[config.mk]
export PLATFORM = sky130hd
export DESIGN_NAME = arb4_1_flat
export DESIGN_NICKNAME = d
export VERILOG_FILES = /design/src/rtl/arb4_1_if.sv /design/src/rtl/arb4_1.sv /design/src/flat_wrapper.sv
export SDC_FILE = /design/constraint.sdc
export NUM_CORES = 1
export LEC_CHECK = 0
export BUFFER_PORTS_ARGS = -buffer_cell sky130_fd_sc_hd__clkbuf_2
export CAP_MARGIN = 20
export CORE_MARGIN = 8
export CORE_UTILIZATION = 48
export CTS_CLUSTER_SIZE = 24
export DETAILED_ROUTE_END_ITERATION = 12
export PLACE_DENSITY_LB_ADDON = 0.05
export SYNTH_ARGS = -nofsm -noshare
export SYNTH_HDL_FRONTEND = slang
export SYNTH_SLANG_ARGS = --single-unit
[constraint.sdc]
create_clock -name clk -period 2 [get_ports clk]
set_clock_uncertainty 0.1 [all_clocks]
set_input_delay 0.1 -clock clk [delete_from_list [all_inputs] [get_ports clk]]
set_output_delay 0.1 -clock clk [all_outputs]
set_load 0.02 [all_outputs]
[src/rtl/arb4_1_if.sv]
// arb4_1_if: request/grant bundle between requesters and the 4:1 mux arbiter
interface arb4_1_if;
   logic [3:0] req;
   logic [3:0] gnt;
   logic [1:0] s;
   logic       busy;
   modport master (output req, input gnt, s, busy);
   modport slave  (input req, output gnt, s, busy);
endinterface

[src/rtl/arb4_1.sv]
// arb4_1: round-robin owner arbiter for a shared 4:1 mux with bounded hold time
module arb4_1 #(
   parameter int MAXHOLD = 8
) (
   input logic      clk,
   input logic      reset_n,
   arb4_1_if.slave  bus
);
   typedef enum logic {IDLE, GRANT} state_t;
   state_t     state_q, state_d;
   logic [1:0] ptr_q, ptr_d, owner_q, owner_d, s_q, s_d;
   logic [4:0] hcnt_q, hcnt_d;
   logic [3:0] gnt_q, gnt_d;
   logic       busy_q, busy_d;
   logic [1:0] base, win, idx;
   logic       found, hold;
   // search starts just past the owner on release, else at the idle pointer; lowest offset wins
   always_comb begin
      base  = (state_q == GRANT) ? owner_q + 2'd1 : ptr_q;
      win   = base;
      idx   = base;
      found = 1'b0;
      for (int i = 3; i >= 0; i--) begin
         idx = base + 2'(i);
         if (bus.req[idx]) begin
            win   = idx;
            found = 1'b1;
         end
      end
   end
   // owner keeps the grant while requesting and under the hold limit; otherwise re-arbitrate with no bubble
   always_comb begin
      hold    = (state_q == GRANT) && bus.req[owner_q] && (hcnt_q < 5'(MAXHOLD));
      state_d = state_q;
      owner_d = owner_q;
      s_d     = s_q;
      gnt_d   = gnt_q;
      busy_d  = busy_q;
      hcnt_d  = hcnt_q;
      ptr_d   = (state_q == GRANT && !hold) ? owner_q + 2'd1 : ptr_q;
      if (hold) begin
         hcnt_d = hcnt_q + 5'd1;
      end else if (found) begin
         state_d = GRANT;
         owner_d = win;
         s_d     = win;
         gnt_d   = 4'b0001 << win;
         busy_d  = 1'b1;
         hcnt_d  = 5'd1;
      end else begin
         state_d = IDLE;
         gnt_d   = 4'b0000;
         busy_d  = 1'b0;
      end
   end
   // state and registered outputs, cleared asynchronously
   always_ff @(posedge clk or negedge reset_n) begin
      if (!reset_n) begin
         state_q <= IDLE;
         ptr_q   <= 2'd0;
         owner_q <= 2'd0;
         s_q     <= 2'd0;
         gnt_q   <= 4'd0;
         busy_q  <= 1'b0;
         hcnt_q  <= 5'd0;
      end else begin
         state_q <= state_d;
         ptr_q   <= ptr_d;
         owner_q <= owner_d;
         s_q     <= s_d;
         gnt_q   <= gnt_d;
         busy_q  <= busy_d;
         hcnt_q  <= hcnt_d;
      end
   end
   assign bus.gnt  = gnt_q;
   assign bus.s    = s_q;
   assign bus.busy = busy_q;
endmodule
[src/flat_wrapper.sv]
// flat-port wrapper written by rule: the top's interface ports become plain ports
module arb4_1_flat 
#(
   parameter int MAXHOLD = 8
)
  (clk, reset_n, bus_req, bus_gnt, bus_s, bus_busy);
  arb4_1_if bus_i ();
  input logic clk;
  input logic reset_n;
  input wire logic [$bits(bus_i.req)-1:0] bus_req;
  output wire logic [$bits(bus_i.gnt)-1:0] bus_gnt;
  output wire logic [$bits(bus_i.s)-1:0] bus_s;
  output wire logic [$bits(bus_i.busy)-1:0] bus_busy;
  assign bus_i.req = bus_req;
  assign bus_gnt = bus_i.gnt;
  assign bus_s = bus_i.s;
  assign bus_busy = bus_i.busy;
  arb4_1 #(.MAXHOLD(MAXHOLD)) u_core (.clk(clk), .reset_n(reset_n), .bus(bus_i));
endmodule
Yosys cells after proc, flatten, opt, wreduce, memory -nomap -nowiden --
Cells that the tools add are included. Widths: inputs -> output; s select.
Word-level totals: bits of input ports 6, output and inout port bits 7, bits in registers 14, logic and storage cells 47
Operators by class: reductions and logical operators 6, bitwise gates (word level) 1, add/sub/neg operators 5, $lt $le $gt $ge 6, shift-type cells 1, mux-type cells 23
Operators with widths (number):
- $lt 2x3->1 const B | 5
- $bmux 1 s2 | 5
- $mux 1 | 10
- $mux 2 | 5
- $mux 5 | 2
- $add 5x1->5 const B | 1
- $lt 5x4->1 const B | 1
- $add 2x1->2 const B | 2
- $add 2x2->2 const B | 2
- $mux 4 | 1
- $shl 1x2->4 const A | 1
- $logic_and 1x1->1 | 3
- $reduce_and 2->1 | 1
- $reduce_bool 2->1 | 1
- $logic_not 1->1 | 1
- $not 1->1 | 1

Depth between registers and ports, before layout --
Gate-level depths: netlist (run 1).
word-level depth 11, depth in mapped cells 7

Worst setup path before layout (run 1) --
OpenSTA, ideal clock, no wires.
path type register to register, from register u_core.owner_q[0], to register u_core.owner_q[0], data required time 1.772 ns, library setup time 0.128 ns, buffers on the path 2, slack -0.060 ns, clock period less this slack 2.060 ns, cell stages (with the launch flop) 7, arrival 1.833 ns, cells stage by stage dfrtp_1 buf_4 mux4_2 and3_4 buf_6 nor2_4 mux2_1
Between the ends: word-level cells in the longest chain between the ends 10, elaborated cells between the ends (all ways) 27, classes of those cells add/sub (4); mux (19); bitwise (1); reduce/logical (3)
Ends and longest elaborated chain:
- start: declaration | line arb4_1.sv:11 | logic [1:0] ptr_q, ptr_d, owner_q, owner_d, s_q, s_d;
- start signal: assignment | line arb4_1.sv:69 | owner_q <= owner_d;
- $add 2x1->2 | line arb4_1.sv:19 | base = (state_q == GRANT) ? owner_q + 2'd1 : ptr_q;
- $mux 2 | line arb4_1.sv:19
- $add 2x2->2 | line arb4_1.sv:24 | idx = base + 2'(i);
- $bmux 1 s2 | line arb4_1.sv:25 | if (bus.req[idx]) begin
- $mux 1 (implied by the code) | line arb4_1.sv:25
- $mux 1 (4 in series) | line arb4_1.sv:25
- $reduce_and 2->1 (no line)
Parallel ways exist; a longest one is shown, timed or not. The select of a mux whose other input is x is not followed. A chain may end at the register's enable or synchronous reset.

Final worst setup path (run 1) --
Ends and elaborated chain as after synthesis.

==> results of run 1 <==
-- report_power, final --
group | total, W | switching [W] | internal [W]
sequential | 0.000492 | 0.000105 | 0.000387
combinational | 0.000639 | 0.000329 | 0.000311
clock | 0.000203 | 0.0000922 | 0.000111
-- area by class of cell --
class	instances	area, um^2
Inverter	5	18.77
Fill cell	159	714.4
Tap cell	17	21.27
Sequential cell	14	351.6
Timing Repair Buffer	17	100.1
Clock buffer	4	36.28
Multi-Input combinational cell	56	409.1
-- placed cells by master (no fill, tap or decap), types with 2 or more instances in the layout --
master and count:
inv_1 5, a32o_1 3, clkbuf_2 12, dfrtp_1 13
nand2b_1 4, a221oi_1 2, nor2_1 4, clkbuf_4 3
a21oi_1 3, o21ai_0 5, a22o_1 2, buf_4 4
and2_1 2, nand2b_4 2, nand2_1 8
-- worst max path at each step --
| stage | cells after the start | slack (ns) | to |
|---|---|---|---|
| 5_1_grt | 6 | 0.05 | u_core.bus.gnt[3] |
| 6_report | 4 | 0.14 | u_core.owner_q[0] |
| 3_3_place_gp | 4 | 0.17 | u_core.owner_q[0] |
| 3_5_place_dp | 4 | 0.14 | u_core.owner_q[0] |
| 2_1_floorplan | 6 | 0.01 | u_core.owner_q[0] |
| 4_1_cts | 4 | 0.13 | u_core.owner_q[0] |
-- through the flow --
step / area, um^2 / hold WS [ns] / setup slack, ns / power (W) / utilization
after floorplan: 817.0 / -0.2956 / 0.01130 / 0.0009941 / -
after global placement: 890.9 / -0.08293 / 0.1704 / 0.001134 / 0.5394
after detailed placement: 890.9 / -0.08031 / 0.1412 / 0.001139 / 0.5394
after CTS: 937.1 / 0.1442 / 0.1293 / 0.001351 / 0.5674
after global routing: 937.1 / 0.1801 / 0.05447 / 0.001440 / 0.5674
final: 937.1 / 0.1419 / 0.1395 / 0.001334 / 0.5674
-- routing by layer --
| metal | vias up | track usage | share of wire |
|---|---|---|---|
| met5 | - | 0 | 0 |
| met4 | 0 | 0.06376 | 0.027 |
| met3 | 5 | 0.03991 | 0.060 |
| met2 | 15 | 0.1659 | 0.47 |
| met1 | 320 | 0.1186 | 0.44 |
| li1 | 320 | - | - |
-- worst reg2reg max path, delay by kind of cell, from the launching register on --
kind	cells	cell delay, ns
muxes	2	0.83
DFF	1	0.45
and+or+nand+nor	2	0.38
-- flip-flops by register name (all words and copies together) (netlist names) --
name and count:
u_core.hcnt_q 5, u_core.owner_q 2, u_core.ptr_q 2, u_core.bus.busy 1
u_core.bus.gnt 4
-- cell families after synthesis --
kind of cell / share of synthesized area
AOI/OAI and AO/OA: 0.1772
xor gates and xnor gates: 0.01079
adders and majority gates: 0.01541
buffers and inverters: 0.06471
DFF: 0.4314
muxes: 0.05547
and+or+nand+nor: 0.2450
-- timing repair --
item | CTS | global route
setup endpoints to repair | 0 | 0
hold buffers | 1 | 0
endpoints found under the hold margin | 14 | 0
==> metrics.yaml, run 1 <==
crit_required_ns: 2.07
slew_viol_final: 0
slowest_stage: "mux4_2"
port_buffers: 12
post-route-min-period_ns: 1.861
numCtsBuffers: 3
tightest_slew_ns: 0.3364
ys_async_sr_fraction: 1.000
ys_top_cells_by_count: "dfrtp_1 (14), nand2_1 (8), inv_1 (5), o21ai_0 (5)"
clock_sinks: 14
place_congestion: 0.8733
path_class: "reg -> reg"
cts_tree: "done"
drt-vias-per-instance: 5.841
drt_pass1_iterations: 4
worstPathCellList: "mux4_2 > and3_4 > nor2_4 > mux2_1"
synth.distinct_cells: 36
setup_violations: 0
post-route-period-util: 0.9303
cp_max_fo: 12
io_pins: 13
synth-seq-cells: 14
die_h_um: 57.13
worstSkewPairLatency_ns: 0.28
finalHoldViolations: 0
grt_pass1_wl_um: 2787
fmax_mhz: 537.5
rows: 15
clockBufferDepth: 2
ys_seq_area_frac: 0.4314
hold_class: "in -> async"
yosys.area.top_type: "dfrtp_1"
syn_area_um2: 812.0
max_slew_margin: 0.7757
critPathMaxStageDelay_ns: 0.51
syn_to_final_growth_pct: 15.41
arrival_ns: 1.93
fp.dieW_um: 57.13
grt_pass1_vias: 666
maxCapViolations: 0
nNetsFinal: 104
avgSynthCellArea_um2: 10.28
path_delay_family: "multiplexers"
postRouteAntennaNets: 0
start_util: 0.4917
dp_cells: 108
cp-start-kind: "flop"
htreeDepth: 1
fp.coreArea_um2: 1652
p_leak_nw: 0.4380
ys.flop_type: "dfrtp_1"
synthCells: 79
clk_pin_slew_ns: 0.09
grt_max_degree: 15
syn_nets: 86
num_vias: 660
yosys.cell_count.top_type: "dfrtp_1"
critPathBufInv: 0
startpoint: "u_core.owner_q[0]"
reg2reg_slack_ns: 0.14
cts-root-buf: "clkbuf_4"
outcome: "completed"
grtUsageTotal: 0.1059
post_drt_wl_per_cell_um: 14.39
yosysTopAreaCellShare: 0.4314
overflow: 0
antennaDiodeCount: 0
tns_ns: 0
synthTopCellsByArea: "dfrtp_1 (43%), a32o_1 (3.7%), nand2_1 (3.7%)"
r2r_end: "u_core.owner_q[0]"
drc_errors: 0
antenna_found_initial: 0
drt-initial-drc-count: 12
post_cts_buffers: 0
ff2ff_path_depth: 4
layout-drive-gt1-share: 0.3125
die-area_um2: 3264
ctsResizeCount: 0
cp-end-kind: "flop"
rsz0062_at_grt: "no"
rr_startpoint: "u_core.owner_q[0]"
ys_warn_count: 0
pwr_density_cell_nw_per_um2: 1424
synth_edf_count: 0
totalWireLength_um: 1626
place_hpwl_um: 1225
ir_worst_vdd_v: 0.0007098
final_cells: 113
Note: power is estimated with default switching activity, not from simulation.
==> run 2: changes to the inputs <==
Settings changed: CORE_UTILIZATION 48 to 40, CTS_BUF_LIST set to sky130_fd_sc_hd__clkbuf_2.
==> metrics.yaml, run 2 (synthesis results as in run 1) <==
regMostFlops: "u_core.hcnt_q"
ir_worst_vdd_v: 0.0007764
place_congestion: 0.8811
cp_max_fo: 12
path_class: "reg -> reg"
worstSkewPairLatency_ns: 0.27
rows: 16
worstPathCellList: "mux4_2 > and3_4 > nor2_4 > mux2_1"
n_fill_cell: 203
rsz0062_at_grt: "no"
cp-end-kind: "flop"
critPathMaxStageDelay_ns: 0.52
fp.coreArea_um2: 1942
tns_ns: 0
numCtsBuffers: 3
port_buffers: 12
clk_pin_slew_ns: 0.14
drt_pass1_iterations: 4
grt_pass1_wl_um: 2739
num_vias: 648
grt_max_degree: 15
slowest_stage: "mux4_2"
layout-drive-gt1-share: 0.3125
drt-vias-per-instance: 5.268
grt_pass1_vias: 625
outcome: "completed"
slew_viol_final: 0
dp_cells: 118
largest_reg_flops: 5
critPathBufInv: 0
setup_violations: 0
start_util: 0.4182
maxCapViolations: 0
io_pins: 13
post-route-min-period_ns: 1.896
tightest_slew_ns: 0.3595
syn_to_final_growth_pct: 14.95
final_cell_mix: "clkbuf_2 (15), dfrtp_1 (12), nand2_1 (8)"
cts_tree: "done"
die_h_um: 61.06
clockBufferDepth: 2
fmax_mhz: 527.3
layout_commonest_cell: "clkbuf_2"
grtUsageTotal: 0.09940
finalHoldViolations: 0
post_drt_wl_per_cell_um: 13.11
overflow: 0
final_cells: 123
totalWireLength_um: 1613
drt-initial-drc-count: 9
drc_errors: 0
crit_required_ns: 2.06
antennaDiodeCount: 0
antenna_found_initial: 0
hold_class: "in -> async"
fp.dieW_um: 61.06
nNetsFinal: 104
htreeDepth: 1
arrival_ns: 1.96
die-area_um2: 3728
cts-root-buf: "clkbuf_2"
clock_sinks: 14
pwr_density_cell_nw_per_um2: 1355
path_delay_family: "multiplexers"
postRouteAntennaNets: 0
p_leak_nw: 0.4306
max_slew_margin: 0.7604
cp-start-kind: "flop"
place_hpwl_um: 1224
post-route-period-util: 0.9482
run 2: changes by cell type in the layout (fill, tap and decap cells not counted):
cell	change
clkbuf_8	-1
dfrtp_1	-1
clkbuf_4	-3
clkbuf_2	+3
dfrtp_2	+1
clkinv_1	+1
run 2: worst reg2reg max path, stage by stage (launching register included):
cell     delay, ns
dfrtp_2       0.47
mux4_2        0.52
and3_4        0.23
nor2_4        0.15
mux2_1        0.32
run 2: worst paths after layout:
path / startpoint / endpoint / slack (ns) / depth (start not counted)
max: u_core.owner_q[0] / u_core.owner_q[0] / 0.10 / 4
min: reset_n / u_core.hcnt_q[0] / 0.15 / 2
max reg2reg: u_core.owner_q[0] / u_core.owner_q[0] / 0.10 / 4
min reg2reg: u_core.hcnt_q[3] / u_core.hcnt_q[3] / 0.38 / 2
max in group asynchronous: reset_n / u_core.owner_q[0] / 1.36 / 2
min in group clk: bus_req[1] / u_core.bus.busy / 0.18 / 4
run 2: repair_timing:
action	in CTS	in global routing
setup buffers	0	0
gates resized for setup	0	1
hold buffers	1	0
hold endpoints to repair	14	0
endpoints found under the setup margin	0	1
run 2: through the flow:
step	utilization	setup WS, ns	cell area, um^2	power [W]	hold WS [ns]
6_report	0.4807	0.1035	933.4	0.001265	0.1539
5_1_grt	0.4807	0.04216	933.4	0.001371	0.1521
4_1_cts	0.4800	0.1117	932.1	0.001277	0.1497
3_5_place_dp	0.4652	0.1329	903.4	0.001137	-0.07097
3_3_place_gp	0.4652	0.1419	903.4	0.001146	-0.06837
2_1_floorplan	-	0.01130	817.0	0.0009941	-0.2956
run 2: metal layers:
layer | up-vias | part of all wire | global-route usage
li1 | 316 | - | -
met1 | 314 | 0.48 | 0.1268
met2 | 16 | 0.47 | 0.1493
met3 | 2 | 0.041 | 0.02714
met4 | 0 | 0.0074 | 0.04983
met5 | - | 0 | 0
run 2: area by class of cell:
class,count,area [um^2],area share
clock buffers,3,15.01,0.01609
clock inverters,1,3.754,0.004021
inverters,5,18.77,0.02011
multi-input cells,56,409.1,0.4383
flip-flops and latches,14,352.8,0.3780
well taps,27,33.78,0.03619
repair buffers,17,100.1,0.1072
run 2: power breakdown:
| part | internal, W | switching (W) | leakage [nW] | total, W |
|---|---|---|---|---|
| Combinational | 0.000310 | 0.000328 | 0.244 | 0.000638 |
| Sequential | 0.000387 | 0.000108 | 0.173 | 0.000494 |
| Clock | 0.0000435 | 0.0000886 | 0.0140 | 0.000132 |
| Total | 0.000740 | 0.000525 | 0.431 | 0.00126 |
